==> src/rtl/pipeline_hazard_ctrl.sv <==
// rtl/pipeline_hazard_ctrl.sv - stall/flush sequencer with memory watchdog and activity counters
module pipeline_hazard_ctrl #(
    parameter int REG_W   = 5,
    parameter int TIMEOUT = 256,
    parameter int CNT_W   = 16
) (
    input  logic             clk,
    input  logic             reset,
    input  logic [REG_W-1:0] IF_IDregRS,
    input  logic [REG_W-1:0] IF_IDregRT,
    input  logic             IF_IDuses_rt,
    input  logic             ID_EXmemread,
    input  logic [REG_W-1:0] ID_EXregRT,
    input  logic             EX_branch_taken,
    input  logic             EX_MEMmemop,
    input  logic             dmem_ready,
    output logic             PCwrite,
    output logic             IF_IDwrite,
    output logic             IF_IDflush,
    output logic             ID_EXwrite,
    output logic             ID_EXflush,
    output logic             EX_MEMwrite,
    output logic             MEM_WBbubble,
    output logic             halt,
    output logic [CNT_W-1:0] stall_cycles,
    output logic [CNT_W-1:0] flush_count
);

    localparam int WC_W = $clog2(TIMEOUT) + 1;
    localparam logic [WC_W-1:0] WAIT_LAST = WC_W'(TIMEOUT - 1);

    typedef enum logic [1:0] {
        RUN      = 2'd0,
        MEM_WAIT = 2'd1,
        HALT     = 2'd2
    } state_t;

    state_t          state, state_next;
    logic [WC_W-1:0] wait_cnt, wait_cnt_next;
    logic            freeze;
    logic            loaduse;

    // Hazard detection terms; freeze only matters outside HALT, which has top priority anyway
    always_comb begin
        freeze  = EX_MEMmemop && !dmem_ready;
        loaduse = ID_EXmemread && (ID_EXregRT != '0) &&
                  ((ID_EXregRT == IF_IDregRS) ||
                   (IF_IDuses_rt && (ID_EXregRT == IF_IDregRT)));
    end

    // State and frozen-cycle counter registers
    always_ff @(posedge clk or posedge reset) begin
        if (reset) begin
            state    <= RUN;
            wait_cnt <= '0;
        end else begin
            state    <= state_next;
            wait_cnt <= wait_cnt_next;
        end
    end

    // Next-state logic and prioritised pipeline controls (HALT > freeze > branch > load-use)
    always_comb begin
        state_next    = state;
        wait_cnt_next = wait_cnt;
        PCwrite       = 1'b1;
        IF_IDwrite    = 1'b1;
        IF_IDflush    = 1'b0;
        ID_EXwrite    = 1'b1;
        ID_EXflush    = 1'b0;
        EX_MEMwrite   = 1'b1;
        MEM_WBbubble  = 1'b0;
        halt          = 1'b0;

        case (state)
            RUN: begin
                if (freeze) begin
                    state_next    = MEM_WAIT;
                    wait_cnt_next = WC_W'(1);
                end
            end
            MEM_WAIT: begin
                if (!freeze) begin
                    state_next    = RUN;
                    wait_cnt_next = '0;
                end else if (wait_cnt == WAIT_LAST) begin
                    state_next = HALT;
                end else begin
                    wait_cnt_next = wait_cnt + WC_W'(1);
                end
            end
            HALT: begin
                state_next = HALT;
            end
            default: begin
                state_next    = RUN;
                wait_cnt_next = '0;
            end
        endcase

        if (reset) begin
            PCwrite     = 1'b0;
            IF_IDwrite  = 1'b0;
            ID_EXwrite  = 1'b0;
            EX_MEMwrite = 1'b0;
        end else if (state == HALT || freeze) begin
            // Frozen pipeline: hold every stage, drain a bubble into WB
            PCwrite      = 1'b0;
            IF_IDwrite   = 1'b0;
            ID_EXwrite   = 1'b0;
            EX_MEMwrite  = 1'b0;
            MEM_WBbubble = 1'b1;
            halt         = (state == HALT);
        end else if (EX_branch_taken) begin
            // Younger instructions are squashed, so a coincident load-use is moot
            IF_IDflush = 1'b1;
            ID_EXflush = 1'b1;
        end else if (loaduse) begin
            PCwrite    = 1'b0;
            IF_IDwrite = 1'b0;
            ID_EXflush = 1'b1;
        end
    end

    // Saturating activity counters
    always_ff @(posedge clk or posedge reset) begin
        if (reset) begin
            stall_cycles <= '0;
            flush_count  <= '0;
        end else begin
            if (!PCwrite && state != HALT && stall_cycles != '1) begin
                stall_cycles <= stall_cycles + CNT_W'(1);
            end
            if (IF_IDflush && flush_count != '1) begin
                flush_count <= flush_count + CNT_W'(1);
            end
        end
    end

endmodule

==> config.mk <==
export PLATFORM = sky130hd
export DESIGN_NAME = pipeline_hazard_ctrl
export DESIGN_NICKNAME = d
export VERILOG_FILES = /design/src/rtl/pipeline_hazard_ctrl.sv
export SDC_FILE = /design/constraint.sdc
export NUM_CORES = 1
export LEC_CHECK = 0
export CAP_MARGIN = 20
export CORE_MARGIN = 4
export CORE_UTILIZATION = 45
export DETAILED_ROUTE_END_ITERATION = 16
export PLACE_DENSITY = 0.84
export SLEW_MARGIN = 20
export SYNTH_ARGS = -nofsm -noshare
export SYNTH_HDL_FRONTEND = slang
export SYNTH_SLANG_ARGS = --single-unit
export TNS_END_PERCENT = 20
==> constraint.sdc <==
create_clock -name clk -period 4.5 [get_ports clk]
set_input_delay 1.35 -clock clk [delete_from_list [all_inputs] [get_ports clk]]
set_output_delay 1.35 -clock clk [all_outputs]
set_load 0.02 [all_outputs]
==> impl_results.md, run 1 <==
* Wirelength, routed at 5180 um
* Chip width at 80.1 um
* Number of synthesized register bits at 43
* Status: complete, no violations
* Normalized max-slew margin at 0.597
* Achievable frequency at 224 MHz
* Reg area at 1080 um2
* Vias in the first global route at 2007
* HP Class: reg -> reg
* Fin. Hold Viols at 0
* ANT cells at 0
* Num CTS Buffers at 5
* Avg Cell Area, Syn at 10.4 um2
* Initial Util at 0.479
* Hold Path Sink: wait_cnt[7]$_DFFE_PP0P_
* Total GRT Usage at 0.179
* Post-Layout Inst Area at 3160 um2
* Placed wire-length estimate at 4040 um
* Clock Root Buffer: clkbuf_8
* H-tree Lvls at 2
* Gate Count Post-Synth at 225
* Initial antenna violation count at 0
* Mean routed wirelength per cell at 14.2 um
* CP Capture Type: output port
* Leakage at 1.33 nW
* Layout Skew at 0.00571 ns
* RSZ-0062 raised after global routing: yes
* Clock period minus worst slack at 4.46 ns
* Syn_nets at 251
* IO Count at 62
* WHS Path Cells at 1
* Clock Tree Buf Depth at 2
* GRT Max-Usage Layer: met2
* Max-cap violation count at 0
* DRC at 0
* Netlist cell types at 42
* Vias per cell at 5.25
* Share of layout cells above drive strength 1 at 0.118
* I/O Buffers at 61
* Number of DRC markers in iteration 0 at 66
* Synth Cell Area at 2340 um2
* R2R setup slack at 1.98 ns
* DRT antenna net count at 0
* Setup ws final at 0.0412 ns
* Pwr dens at 361 nW/um2
* WHS at 0.493 ns
* Ys Warns at 0
* Largest net degree at the start of global routing at 35
* Multi-input gate area at 1220 um2
* GRT Residual Overflow at 0
* Core area at 4880 um2
* Power Total at 1.14 mW
* Sequential share of the synthesized area at 0.460
* Period utilization at 0.991
* Util after Layout at 0.647
* Crit path DAT at 3.11 ns
* Placed Area at 3050 um2
* R2r worst-path depth at 10
* Pre-antenna DRT Iters at 5
* Max IR drop VDD at 0.316 mV
* CP max FO at 3
* CTS clock-pin slew for the worst setup and hold paths at 0.08 ns
* # nets final at 322
* Routed vias at 1911
* Die footprint at 6410 um2
* RR Startpoint: wait_cnt[0]$_DFFE_PP0P_
* Place WS at -0.366 ns
* Met3 Use GR at 0.0460
* GPL Wtd Cong at 0.832
* Clock sink count at 43
* Worst EP required at 3.15 ns
* Worst setup startpoint: ID_EXregRT[3]
* Slew Viols, Final at 0
* Post-CTS Setup Inserts at 0
* Reg-to-reg endpoint: wait_cnt[7]$_DFFE_PP0P_
* Filler Cell Count at 407
* Die H at 80.1 um
* Pin slew with the least headroom to its limit at 0.603 ns
* CTS tree: built
* Met1 Track Usage GR at 0.220
* M2 GR Usage at 0.312
* Row count at 25
* WS Path Type: in -> out
* Critical Path Start Type: primary input
* Area delta synth->final at 34.9%
* Worst skew pair latency at 0.29 ns
* Number of hold buffers added after cts at 0
* Hold path start: wait_cnt[7]$_DFFE_PP0P_
* First-pass GRT wire length at 9120 um
* Setup violators final at 0
synthesized netlist by cell type (all sizes together):
library cell / instances / area (um2)
a21oi: 1 / 5.00
nand2b: 3 / 18.8
nor4: 2 / 33.8
nand4: 10 / 62.6
nand4b: 2 / 17.5
or4: 1 / 8.76
and2b: 1 / 7.51
xnor2: 27 / 236
a31oi: 1 / 6.26
nor2: 17 / 63.8
o21ai: 14 / 73.8
nor2b: 2 / 12.5
nor3: 6 / 41.3
a41oi: 1 / 8.76
and4: 1 / 8.76
xor2: 14 / 123
o22ai: 1 / 6.26
a32oi: 1 / 8.76
o21a: 1 / 7.51
mux2: 2 / 26.3
buf: 5 / 42.5
dfrtp: 43 / 1080
ha: 4 / 50.1
nand2: 22 / 85.1
o31ai: 2 / 28.8
o311ai: 1 / 26.3
and3: 11 / 68.8
nand3: 20 / 140
and2: 1 / 6.26
inv: 6 / 22.5
nor3b: 1 / 7.51
a21boi: 1 / 7.51
worst max-delay path: stages:
cell and delay [ns]:
clkdlybuf4s50_1 0.47, xor2_1 0.19, nor4_2 0.27, a32oi_2 0.19, o31ai_4 0.24, inv_1 0.08
dlygate4sd2_1 0.32
timing repair:
| action | 4_1_cts | 5_1_grt |
|---|---|---|
| endpoints found under the hold margin | 0 | 0 |
| pin swaps | 4 | 0 |
| endpoints found under the setup margin | 3 | 3 |
| resized for setup | 7 | 2 |
layout by cell type (no fill, tap or decap), types with 8 or more instances in the layout:
| cell type | instances |
|---|---|
| and3_1 | 11 |
| buf_4 | 8 |
| clkdlybuf4s50_1 | 56 |
| dfrtp_1 | 43 |
| nand2_1 | 21 |
| nand3_1 | 12 |
| nand3_2 | 8 |
| nand4_1 | 10 |
| nor2_1 | 17 |
| o21ai_0 | 12 |
| xnor2_1 | 27 |
| xor2_1 | 14 |
power by group:
part | switching, mW | internal, mW
logic | 0.184 | 0.193
clock network | 0.127 | 0.108
registers | 0.0846 | 0.443
cells by family after synthesis:
logic type      count (synthesis)  synth area share
buf+inv                        11            0.0278
fa+ha+maj                       4            0.0214
xor+xnor                       41             0.154
compound gates                 24            0.0765
simple gates                  100             0.249
mux                             2            0.0112
flops                          43             0.460
routing by layer:
layer | vias up | share of wire
met3 | 6 | 0.047
met4 | 0 | 0.0093
met1 | 937 | 0.44
li1 | 924 | -
met5 | - | 0
met2 | 44 | 0.50
through the flow:
| step | setup TNS (ns) | std cells |
|---|---|---|
| detailed placement | -1.06 | 356 |
| CTS | -0.0354 | 364 |
| finish | 0 | 364 |
| global route | -0.0678 | 364 |
| global placement | -0.932 | 356 |
| floorplan | 0 | 225 |
how the worst max path moves through the flow:
stage                             to  slack (ns)  cells past startpoint
final                        PCwrite        0.04                      7
after global routing      IF_IDwrite       -0.04                      7
after CTS                    PCwrite       -0.02                      7
after detailed placement  ID_EXflush       -0.37                      6
after global placement    ID_EXflush       -0.32                      6
after floorplan              PCwrite        0.32                      6
layout make-up:
class                      count  share of cell area
sequential                    43               0.341
timing repair buffer          69               0.212
clock buffer                   6              0.0230
multi-input combinational    171               0.387
tap                           67              0.0266
inverter                       6             0.00714
clock inverter                 2             0.00397
flip-flops by register name, summed over array words and instances (netlist names):
register,cells
flush_count,16
stall_cycles,16
state,2
wait_cnt,9
No activity file was read; power rests on OpenSTA's default activity.
==> inputs of run 2 (changes only) <==
==> constraint.sdc (replaced) <==
create_clock -name clk -period 4.6 [get_ports clk]
set_input_delay 1.38 -clock clk [delete_from_list [all_inputs] [get_ports clk]]
set_output_delay 1.38 -clock clk [all_outputs]
set_load 0.02 [all_outputs]
==> run 2 against run 1 <==
Via count rose by 2.8%. Combinational power shrank 1%. Utilization rose by 0.79 points. Wire length rose by 9.5%. Worst hold slack better by 0.0024 ns. Register-to-register slack is essentially flat. Count of clock-buffer cells in the layout stayed put. Design area increased by 1.2%. Clock power is 46% higher. Non-clock buffer count unchanged. Critical path type unchanged. Largest power group unchanged.
==> impl_results.md, run 2 (synthesized netlist as in run 1, its figures left out) <==
* HP Class: reg -> reg (unchanged)
* Vias per cell at 5.40 (was 5.25)
* Period utilization at 0.977
* Worst skew pair latency at 0.30 ns (was 0.29 ns)
* Initial Util at 0.479 (unchanged)
* Leakage at 1.35 nW (was 1.33 nW)
* Area delta synth->final at 36.6% (was 34.9%)
* Setup violators final at 0 (unchanged)
* CP max FO at 3 (unchanged)
* Number of DRC markers in iteration 0 at 73 (was 66)
* Pre-antenna DRT Iters at 4 (was 5)
* Mean routed wirelength per cell at 15.6 um (was 14.2 um)
* Most frequent cells in the layout: 57 x clkdlybuf4s50_1, 43 x dfrtp_1, 27 x xnor2_1 (was 56 x clkdlybuf4s50_1, 43 x dfrtp_1, 27 x xnor2_1)
* CTS clock-pin slew for the worst setup and hold paths at 0.08 ns (about the same)
* Num CTS Buffers at 5 (unchanged)
* GPL Wtd Cong at 0.833 (was 0.832)
* DRC at 0 (unchanged)
* Layout Skew at 0.0103 ns (was 0.00571 ns)
* CTS tree: built (unchanged)
* Fin. Hold Viols at 0 (unchanged)
* Crit path DAT at 3.11 ns (about the same)
* Reg area at 1080 um2 (unchanged)
* Pwr dens at 386 nW/um2 (was 361 nW/um2)
* CP Capture Type: output port (unchanged)
* Commonest non-fill, non-tap cell in the layout: clkdlybuf4s50_1 (unchanged)
* Wirelength, routed at 5670 um (was 5180 um)
* I/O Buffers at 61 (unchanged)
* Multi-input gate area at 1210 um2 (was 1220 um2)
* First-pass GRT wire length at 9850 um (was 9120 um)
* Vias in the first global route at 2055 (was 2007)
* Fin cells at 364 (unchanged)
* Post-CTS Setup Inserts at 0 (unchanged)
* Clock Tree Buf Depth at 2 (unchanged)
* Normalized max-slew margin at 0.557 (was 0.597)
* GRT Residual Overflow at 0 (unchanged)
* Max-cap violation count at 0 (unchanged)
* Routed vias at 1964 (was 1911)
* Share of layout cells above drive strength 1 at 0.125 (was 0.118)
* Number of hold buffers added after cts at 0 (unchanged)
* Largest regs: flush_count x16, stall_cycles x16, wait_cnt x9 (unchanged)
* Status: complete, no violations (unchanged)
* # nets final at 322 (unchanged)
* Worst EP required at 3.22 ns (was 3.15 ns)
* ANT cells at 0 (unchanged)
* Achievable frequency at 223 MHz
* IO Count at 62 (unchanged)
* Initial antenna violation count at 0 (unchanged)
* Setup ws final at 0.106 ns (was 0.0412 ns)
* Clock period minus worst slack at 4.49 ns
* Clock sink count at 43 (unchanged)
* Max IR drop VDD at 0.379 mV (was 0.316 mV)
* Place WS at -0.327 ns (was -0.366 ns)
* Die footprint at 6410 um2 (unchanged)
* Row count at 25 (unchanged)
* RSZ-0062 raised after global routing: no (was yes)
* Total GRT Usage at 0.196 (was 0.179)
* Core area at 4880 um2 (unchanged)
* Die H at 80.1 um (unchanged)
* Critical Path Start Type: primary input (unchanged)
* Largest net degree at the start of global routing at 35 (unchanged)
* Power Total at 1.23 mW (was 1.14 mW)
* Cells after DPL at 356 (unchanged)
* Filler Cell Count at 423 (was 407)
* Clock Root Buffer: clkbuf_8 (unchanged)
* H-tree Lvls at 2 (unchanged)
* Placed wire-length estimate at 4200 um (was 4040 um)
* Chip width at 80.1 um (unchanged)
* Pin slew with the least headroom to its limit at 0.660 ns (was 0.603 ns)
* DRT antenna net count at 0 (unchanged)
* Slew Viols, Final at 0 (unchanged)
* WS Path Type: in -> out (unchanged)
[run 2: changes by cell type in the layout (fill, tap and decap cells not counted)]
cell,before,now
clkdlybuf4s50_1,56,57
nor3_2,1,0
nor3_1,4,5
clkbuf_2,0,2
clkinvlp_4,1,0
bufinv_16,0,2
clkinv_2,1,0
dlygate4sd2_1,4,0
clkdlybuf4s15_2,0,1
[run 2: repair_timing]
action / CTS / global route
setup endpoints to repair: 3 / 4
resized for setup: 7 / 6
pin swaps: 1 / 1
[run 2: worst max-delay path, stage by stage]
cell             delay [ns]
clkdlybuf4s50_1        0.48
or4_4                  0.56
o21ai_4                0.20
nor2_1                 0.07
o21a_1                 0.17
clkdlybuf4s15_2        0.25
[run 2: report_power, final]
part	switching, mW	total [mW]	leakage (nW)	internal (mW)
logic	0.183	0.372	0.712	0.189
clock network	0.129	0.345	0.0654	0.217
registers	0.0829	0.516	0.577	0.433
[run 2: metrics by stage]
step	setup TNS, ns	hold WS, ns	utilization	cell area [um2]
after floorplan	0	0.443	-	2340
after CTS	0	0.498	0.654	3190
final	0	0.495	0.655	3190
after global placement	-0.814	0.461	0.625	3050
after detailed placement	-0.923	0.485	0.625	3050
after global routing	0	0.522	0.655	3190
[run 2: layout make-up]
type,instances,share of cell area
Tap cell,67,0.0262
Clock inverter,2,0.0188
Multi-Input combinational cell,171,0.380
Timing Repair Buffer,69,0.208
Clock buffer,6,0.0227
Inverter,6,0.00705
Sequential cell,43,0.337
[run 2: final timing paths]
kind / start / end / slack [ns] / cells past startpoint
hold / removal: flush_count[7]$_DFFE_PP0P_ / flush_count[7]$_DFFE_PP0P_ / 0.50 / 1
max in group asynchronous: reset / stall_cycles[0]$_DFFE_PP0P_ / 2.36 / 3
setup reg to reg: wait_cnt[0]$_DFFE_PP0P_ / wait_cnt[4]$_DFFE_PP0P_ / 1.97 / 10
min in group asynchronous: reset / flush_count[15]$_DFFE_PP0P_ / 1.49 / 2
hold reg to reg: flush_count[7]$_DFFE_PP0P_ / flush_count[7]$_DFFE_PP0P_ / 0.50 / 1
setup / recovery: ID_EXregRT[2] / ID_EXflush / 0.11 / 6
[run 2: metal layers]
layer | track usage | share of wire
met1 | 0.242 | 0.42
met2 | 0.342 | 0.52
met3 | 0.0392 | 0.048
met4 | 0.0608 | 0.016
met5 | 0 | 0
==> inputs of run 3 (changes only) <==
--- a/config.mk
+++ b/config.mk
@@ -6,7 +6,6 @@
 export NUM_CORES = 1
 export LEC_CHECK = 0
 export CAP_MARGIN = 20
-export CORE_MARGIN = 4
 export CORE_UTILIZATION = 45
 export DETAILED_ROUTE_END_ITERATION = 16
 export PLACE_DENSITY = 0.84
==> constraint.sdc (replaced) <==
create_clock -name clk -period 5.7 [get_ports clk]
set_input_delay 0.57 -clock clk [delete_from_list [all_inputs] [get_ports clk]]
set_output_delay 0.57 -clock clk [all_outputs]
set_load 0.02 [all_outputs]
==> run 3 against run 2 <==
Design area fell by 3.3%. Sequential power down 20%. Cell count shrank 1.6%. Sequential share of layout area grew 1.1 points. Non-clock buffer count fell by 6. Critical path type unchanged. Global-route usage up 0.98 points. Combinational power is 21% lower. Wire length is 12% lower. Critical path depth up 1.
==> impl_results.md, run 3 (synthesized netlist as in run 1, its figures left out) <==
* Status: complete, no violations (unchanged)
* Max IR drop VDD at 0.284 mV (was 0.379 mV)
* IO Count at 62 (unchanged)
* Wirelength, routed at 4970 um (was 5670 um)
* Vias per cell at 5.27 (was 5.40)
* GPL Wtd Cong at 0.804 (was 0.833)
* Period utilization at 0.645
* Layout Skew at 0.00573 ns (was 0.0103 ns)
* Commonest non-fill, non-tap cell in the layout: clkdlybuf4s50_1 (unchanged)
* Number of DRC markers in iteration 0 at 93 (was 73)
* Core area at 4850 um2 (was 4880 um2)
* Pin slew with the least headroom to its limit at 0.816 ns (was 0.660 ns)
* Max-cap violation count at 0 (unchanged)
* WS Path Type: in -> out (unchanged)
* Setup violators final at 0 (unchanged)
* I/O Buffers at 61 (unchanged)
* DRT antenna net count at 0 (unchanged)
* Row count at 25 (unchanged)
* Clock Root Buffer: clkbuf_8 (unchanged)
* WL met2 at 2470 um (was 2920 um)
* Cts repair resizes at 0 (was 7)
* Vias in the first global route at 1847 (was 2055)
* DRC at 0 (unchanged)
* Clock sink count at 43 (unchanged)
* Largest net degree at the start of global routing at 38 (was 35)
* Most frequent cells in the layout: 61 x clkdlybuf4s50_1, 43 x dfrtp_1, 27 x xnor2_1 (was 57 x clkdlybuf4s50_1, 43 x dfrtp_1, 27 x xnor2_1)
* Pre-antenna DRT Iters at 4 (unchanged)
* CP Capture Type: output port (unchanged)
* Routed vias at 1885 (was 1964)
* Num CTS Buffers at 5 (unchanged)
* Clock period minus worst slack at 3.68 ns
* Critical Path Start Type: primary input (unchanged)
* Share of layout cells above drive strength 1 at 0.0928 (was 0.125)
* Slew Viols, Final at 0 (unchanged)
* CTS clock-pin slew for the worst setup and hold paths at 0.08 ns (about the same)
* Total GRT Usage at 0.205 (was 0.196)
* Die footprint at 5490 um2 (was 6410 um2)
* Worst setup startpoint: ID_EXregRT[4] (was ID_EXregRT[2])
* ANT cells at 0 (unchanged)
* R2R setup slack at 3.12 ns (was 1.97 ns)
* First-pass GRT wire length at 8550 um (was 9850 um)
* Chip width at 74.1 um (was 80.1 um)
* Area delta synth->final at 32.2% (was 36.6%)
* Worst skew pair latency at 0.30 ns (about the same)
* Initial antenna violation count at 0 (unchanged)
* Leakage at 1.28 nW (was 1.35 nW)
* Mean routed wirelength per cell at 13.9 um (was 15.6 um)
* R2r worst-path depth at 10 (unchanged)
* CP max FO at 16 (was 3)
* H-tree Lvls at 2 (unchanged)
* Number of hold buffers added after cts at 0 (unchanged)
* Crit path DAT at 3.11 ns (about the same)
* Worst EP required at 5.13 ns (was 3.22 ns)
* Post-CTS Setup Inserts at 0 (unchanged)
* CTS tree: built (unchanged)
* # nets final at 316 (was 322)
* Fin. Hold Viols at 0 (unchanged)
* Power Total at 895 uW (was 1.23 mW)
* Post-route setup TNS at 0 ns (unchanged)
* Placed wire-length estimate at 3830 um (was 4200 um)
* RSZ-0062 raised after global routing: no (unchanged)
* Largest regs: flush_count x16, stall_cycles x16, wait_cnt x9 (unchanged)
* GRT Residual Overflow at 0 (unchanged)
* Max Used Layer: met4 (unchanged)
* HP Class: reg -> reg (unchanged)
* Pwr dens at 290 nW/um2 (was 386 nW/um2)
* Normalized max-slew margin at 0.456 (was 0.557)
* Reg-to-reg endpoint: wait_cnt[7]$_DFFE_PP0P_ (was wait_cnt[4]$_DFFE_PP0P_)
* Clock Tree Buf Depth at 2 (unchanged)
* Initial Util at 0.482 (was 0.479)
* DRT met1 WL at 2130 um (was 2390 um)
* RR Startpoint: wait_cnt[0]$_DFFE_PP0P_ (unchanged)
* Die H at 74.1 um (was 80.1 um)
* Worst Setup EP: IF_IDwrite (was ID_EXflush)
* Achievable frequency at 272 MHz
* Met3 wire len at 272 um (unchanged)
## run 3: changes by cell type in the layout (fill, tap and decap cells not counted), sizes merged, moves of 2 or more
| cell | before | now |
|---|---|---|
| buf | 8 | 2 |
| clkdlybuf4s50 | 57 | 61 |
| bufinv | 2 | 0 |
| clkbuf | 8 | 6 |
## run 3: how the worst min path moves through the flow
stage,to,cells past startpoint,startpoint,slack (ns)
CTS,wait_cnt[8]$_DFFE_PP0P_,2,wait_cnt[8]$_DFFE_PP0P_,0.49
global route,wait_cnt[8]$_DFFE_PP0P_,2,wait_cnt[8]$_DFFE_PP0P_,0.50
detailed placement,wait_cnt[8]$_DFFE_PP0P_,2,wait_cnt[8]$_DFFE_PP0P_,0.47
floorplan,wait_cnt[7]$_DFFE_PP0P_,1,wait_cnt[7]$_DFFE_PP0P_,0.44
finish,wait_cnt[8]$_DFFE_PP0P_,2,wait_cnt[8]$_DFFE_PP0P_,0.49
global placement,wait_cnt[8]$_DFFE_PP0P_,2,wait_cnt[8]$_DFFE_PP0P_,0.46
## run 3: cell type report
| class | count | area [um2] |
|---|---|---|
| fillers | 405 | 1760 |
| multi-input cells | 171 | 1200 |
| flip-flops and latches | 43 | 1080 |
| repair buffers | 63 | 626 |
| well taps | 67 | 83.8 |
| clock buffers | 6 | 72.6 |
| inverters | 6 | 22.5 |
| clock inverters | 2 | 12.5 |
## run 3: where the power goes
group	internal [mW]	total, mW	switching (mW)
Sequential	0.350	0.414	0.0639
Combinational	0.151	0.293	0.143
Clock	0.0856	0.188	0.103
Total	0.586	0.895	0.309
## run 3: metrics by stage
stage | std cells | instance area [um2] | worst slack (ns) | hold slack [ns] | util
finish | 358 | 3090 | 2.02 | 0.485 | 0.637
global route | 358 | 3090 | 1.84 | 0.500 | 0.637
CTS | 358 | 3090 | 2.01 | 0.486 | 0.637
detailed placement | 350 | 3010 | 2.01 | 0.467 | 0.620
global placement | 350 | 3010 | 2.05 | 0.460 | 0.620
floorplan | 225 | 2340 | 3.08 | 0.443 | -
## run 3: layer usage
layer / vias to the layer above / track usage
met4: 0 / 0.0641
met1: 901 / 0.251
met5: - / 0
met2: 59 / 0.354
li1: 913 / -
met3: 12 / 0.0556
## run 3: worst max-delay path, stage by stage
cell             delay (ns)
clkdlybuf4s50_1        0.46
xor2_1                 0.19
nor4_2                 0.26
a32oi_1                0.18
o31ai_4                0.74
inv_1                  0.13
clkdlybuf4s50_1        0.57
